## config.mk

```make
export PLATFORM = sky130hd
export DESIGN_NAME = channel_wr_scheduler
export DESIGN_NICKNAME = d
export VERILOG_FILES = /design/src/rtl/channel_wr_scheduler.sv
export SDC_FILE = /design/constraint.sdc
export NUM_CORES = 1
export LEC_CHECK = 0
export CORE_MARGIN = 8
export CORE_UTILIZATION = 55
export DETAILED_ROUTE_END_ITERATION = 10
export GPL_ROUTABILITY_DRIVEN = 1
export PLACE_DENSITY_LB_ADDON = 0.08
export SYNTH_ARGS = -nofsm -noshare
export SYNTH_HDL_FRONTEND = slang
export SYNTH_SLANG_ARGS = --single-unit
```

## constraint.sdc

```tcl
create_clock -name clk -period 7.7 [get_ports clk]
set_input_delay 1.925 -clock clk [delete_from_list [all_inputs] [get_ports clk]]
set_output_delay 1.925 -clock clk [all_outputs]
set_load 0.005 [all_outputs]
```

## src/rtl/channel_wr_scheduler.sv

```systemverilog
// Round-robin write-port scheduler: grants one video channel at a time a full AXI write burst.
// Optional macro CH5_PRIORITY_EN lets channel 5 (req bit 4) win every idle arbitration.
module channel_wr_scheduler #(
    parameter int unsigned NUM_CH    = 5,
    parameter int unsigned BURST_LEN = 16,
    parameter int unsigned TIMEOUT   = 1023
) (
    input  logic              clk,
    input  logic              rst,
    input  logic              init_done,
    input  logic [NUM_CH-1:0] req,
    input  logic              aw_done,
    input  logic              beat,
    input  logic              b_done,
    output logic [NUM_CH-1:0] gnt,
    output logic [2:0]        gnt_id,
    output logic              aw_start,
    output logic              busy,
    output logic              err_timeout
);

    localparam int unsigned IdxW  = (NUM_CH > 1) ? $clog2(NUM_CH) : 1;
    localparam int unsigned BeatW = $clog2(BURST_LEN + 1);
    localparam int unsigned HoldW = $clog2(TIMEOUT + 1);

    typedef enum logic [1:0] {StIdle, StAddr, StData, StResp} state_e;

    state_e            state_q, state_d;
    logic [NUM_CH-1:0] gnt_q, gnt_d;
    logic [2:0]        gnt_id_q, gnt_id_d;
    logic              aw_start_q, aw_start_d;
    logic              err_q, err_d;
    logic [BeatW-1:0]  beat_q, beat_d;
    logic [HoldW-1:0]  hold_q, hold_d;
    logic [IdxW-1:0]   last_q, last_d;
    logic [IdxW-1:0]   cur_q, cur_d;
    logic              prio_q, prio_d;

    logic              rr_found;
    logic [IdxW-1:0]   rr_idx;
    logic [IdxW-1:0]   cand;
    logic              pick_found;
    logic [IdxW-1:0]   pick_idx;
    logic              pick_prio;
    logic              timeout;
    logic              done;
    logic              expire;

    // Scan from the channel after the last one served; first requester wins.
    always_comb begin
        rr_found = 1'b0;
        rr_idx   = '0;
        cand     = '0;
        for (int unsigned i = 0; i < NUM_CH; i++) begin
            cand = IdxW'((32'(last_q) + i + 32'd1) % NUM_CH);
            if (!rr_found && req[cand]) begin
                rr_found = 1'b1;
                rr_idx   = cand;
            end
        end
    end

`ifdef CH5_PRIORITY_EN
    localparam int unsigned PrioIdx = (NUM_CH >= 5) ? 4 : 0;

    always_comb begin
        pick_found = rr_found;
        pick_idx   = rr_idx;
        pick_prio  = 1'b0;
        if (NUM_CH >= 5 && req[IdxW'(PrioIdx)]) begin
            pick_found = 1'b1;
            pick_idx   = IdxW'(PrioIdx);
            pick_prio  = 1'b1;
        end
    end
`else
    always_comb begin
        pick_found = rr_found;
        pick_idx   = rr_idx;
        pick_prio  = 1'b0;
    end
`endif

    assign timeout = (hold_q == HoldW'(TIMEOUT - 1));

    always_comb begin
        state_d    = state_q;
        gnt_d      = gnt_q;
        gnt_id_d   = gnt_id_q;
        aw_start_d = 1'b0;
        err_d      = 1'b0;
        beat_d     = beat_q;
        hold_d     = (state_q == StIdle) ? '0 : hold_q + HoldW'(1);
        last_d     = last_q;
        cur_d      = cur_q;
        prio_d     = prio_q;
        done       = 1'b0;
        expire     = (state_q != StIdle) && timeout;

        unique case (state_q)
            StIdle: begin
                if (init_done && pick_found) begin
                    state_d         = StAddr;
                    gnt_d           = '0;
                    gnt_d[pick_idx] = 1'b1;
                    gnt_id_d        = 3'(pick_idx) + 3'd1;
                    aw_start_d      = 1'b1;
                    cur_d           = pick_idx;
                    prio_d          = pick_prio;
                end
            end
            StAddr: begin
                if (aw_done) begin
                    state_d = StData;
                    beat_d  = '0;
                end
            end
            StData: begin
                if (beat) begin
                    beat_d = beat_q + BeatW'(1);
                    if (beat_q == BeatW'(BURST_LEN - 1)) begin
                        state_d = StResp;
                    end
                end
            end
            StResp: begin
                done = b_done;
            end
            default: state_d = StIdle;
        endcase

        // A response in the expiry cycle counts as a normal completion.
        if (done || expire) begin
            state_d  = StIdle;
            gnt_d    = '0;
            gnt_id_d = '0;
            hold_d   = '0;
            beat_d   = '0;
            err_d    = !done;
            if (!done || !prio_q) begin
                last_d = cur_q;
            end
        end
    end

    always_ff @(posedge clk or negedge rst) begin
        if (!rst) begin
            state_q    <= StIdle;
            gnt_q      <= '0;
            gnt_id_q   <= '0;
            aw_start_q <= 1'b0;
            err_q      <= 1'b0;
            beat_q     <= '0;
            hold_q     <= '0;
            last_q     <= IdxW'(NUM_CH - 1);
            cur_q      <= '0;
            prio_q     <= 1'b0;
        end else begin
            state_q    <= state_d;
            gnt_q      <= gnt_d;
            gnt_id_q   <= gnt_id_d;
            aw_start_q <= aw_start_d;
            err_q      <= err_d;
            beat_q     <= beat_d;
            hold_q     <= hold_d;
            last_q     <= last_d;
            cur_q      <= cur_d;
            prio_q     <= prio_d;
        end
    end

    assign gnt         = gnt_q;
    assign gnt_id      = gnt_id_q;
    assign aw_start    = aw_start_q;
    assign err_timeout = err_q;
    assign busy        = (state_q != StIdle);

endmodule

```

==> impl_metrics.toml <==
[status]
outcome = "completed"

[detailed_routing]
drtPass1Iterations = 4
wl_per_cell_um = 16.5
vias = 3083
drc = 0
wl_um = 8510
ant_nets = 0
via_per_inst = 5.96
drt_iter0_drc = 125

[synthesis]
ys_types = 91
syn-num-nets = 469
synth_edf_count = 0
synth.largest_area_cell = "dfrtp_1"
syn_inst = 419
ys_seq_area_share_pct = 22.3
synthFlopType = "dfrtp_1"
syn_area_per_cell_um2 = 8.85
synth_top_area_share_pct = 21.6
post_synth_instance_area_um2 = 3710
yosysWarnings = 0
async_reset_ff_share_pct = 100
synth-seq-cells = 33
yosys-top-cells-area = "dfrtp_1, ha_1, nand2_1, xnor2_1, mux2i_1"

[finish]
multi_input_area_um2 = 2680
final_nets = 487
seqCellArea_um2 = 827
mostFrequentLayoutCells = "nand2_1, ha_1, nor2_1, dfrtp_1, inv_1"
fillerInstances = 587
final_common_cell = "nand2_1"
diodes = 0
syn2layout_area_growth_pct = 9.17
drive_gt1_share_pct = 12.8

[critical_path]
cp_max_fo = 16
crit_required_ps = 7910
endpoint_kind = "flop"
startpoint_type = "flop"
worstPathArrival_ps = 6330
critPathKind = "flop to flop"

[timing]
tns_ps = 0
timing.fmax_mhz = 163
max-slew-margin-rel_pct = 33.7
fin_crit_sh_pct = 79.5
hold_violations = 0
fin_skew_ps = 1.96
setup_violations = 0
rsz0062_at_grt = "no"
drv_slew = 0
finalCriticalPeriod_ps = 6120
worstMarginPinSlew_ps = 990

[cts]
cts.sinks = 33
cts_resized = 0
holdBufCountCts = 0
clk_latency_ps = 280
clk_pin_slew_ps = 70
cts_max_path_buffers = 2
htree_levels = 2
cts_buffers = 5
postCtsSetupRepairBufs = 0
cts_tree = "built"
cts-root-buf = "clkbuf_8"

[floorplan]
die_w_um = 98.1
num_rows = 30
dieArea_um2 = 9630
ioPinCount = 22
die_h_um = 98.1
coreArea_um2 = 6640
initial_core_util_pct = 55.8

[place]
io_buffer_count = 21
place_hpwl_um = 6570
routabilityCongestion = 0.879

[run]
maxCapViolations = 0

[grt]
grt_pass1_vias = 3104
grt_use_total_pct = 18.3
gr-total-overflow = 0
antenna_found_initial = 0
grt_max_degree = 34
grt_pass1_wl_um = 14700

[worst_hold_path]
hold_path_class = "flop to flop"
-- cells in the mapped netlist (4+ instances only) --
master    instances
nand2_1          40
nor3_1            7
inv_1            29
o21ai_0          21
mux2_4            4
mux2i_1          12
a21o_1            4
xor2_1            7
nor2_1           32
dfrtp_1          32
ha_1             39
nand3_1          13
a211oi_1          4
nand2b_1         10
a31oi_1           8
clkbuf_1          4
a21oi_1          18
and2_1            6
o21ai_1           4
xnor2_1          14
o211ai_1          5
-- registers in the layout, summed over array words and instances (netlist names) --
name	flops
err_timeout	1
hold_q	10
gnt_id	3
last_q	3
cur_q	3
beat_q	5
gnt	5
aw_start	1
state_q	2
-- metrics by stage --
stage	utilization [%]	std cells	cell area (um^2)	hold WS (ps)	setup slack, ps
floorplan	-	419	3710	450	2650
global placement	59.7	510	3960	469	1830
detailed placement	59.7	510	3960	484	1640
CTS	61.0	517	4050	498	1620
global route	61.0	517	4050	529	1030
finish	61.0	517	4050	488	1580
-- final timing paths --
kind,from,end,slack [ps],depth (start not counted)
hold reg to reg,beat_q[4],beat_q[4],490,2
max in group asynchronous,rst,last_q[2],5340,2
hold / removal,beat_q[4],beat_q[4],490,2
min in group asynchronous,rst,gnt[1],2030,2
setup / recovery,last_q[0],gnt[0],1580,21
setup reg to reg,last_q[0],gnt[0],1580,21
-- per-layer routing --
| layer | vias to the layer above | share of wire (%) | GRT usage (%) |
|---|---|---|---|
| met5 | - | 0 | 0 |
| met4 | 0 | 1.3 | 5.31 |
| met3 | 11 | 3.4 | 2.84 |
| met2 | 54 | 49 | 31.3 |
| met1 | 1470 | 47 | 23.0 |
| li1 | 1548 | - | - |
-- critical path, cell delays in order, from the launching register on --
cell,delay [ps]
dfrtp_1,730
ha_1,500
xor2_4,460
inv_4,140
nand2_2,140
nand2_1,90
ha_1,230
or2_2,360
o32ai_4,310
o21bai_4,220
xnor2_4,100
ha_1,200
o21ai_0,160
nor3_1,80
nor3_2,220
nand2_1,160
a211o_1,290
a32o_2,310
a31oi_1,730
nand2_1,140
or3_1,330
o21ai_1,110
-- cell type report --
class | instances | area share [%]
Multi-Input combinational cell | 340 | 66.2
Clock buffer | 7 | 2.13
Tap cell | 80 | 2.47
Sequential cell | 33 | 20.4
Inverter | 34 | 3.21
Timing Repair Buffer | 23 | 5.56
-- logic make-up (layout without fill, tap and decap cells) --
group,after synthesis,in the layout,share of synthesized area (%)
AND/OR/NAND/NOR,143,143,20.5
AO/OA/AOI/OAI,113,113,25.0
buffers and inverters,46,64,5.43
adder cells (fa/ha/maj),39,39,13.2
flip-flops,33,33,22.3
XOR/XNOR,25,25,7.32
multiplexers,20,20,6.37
Power is left out: the tool's default activity adds up to more than one toggle a clock period on the data nets, which glitch-free logic cannot reach.
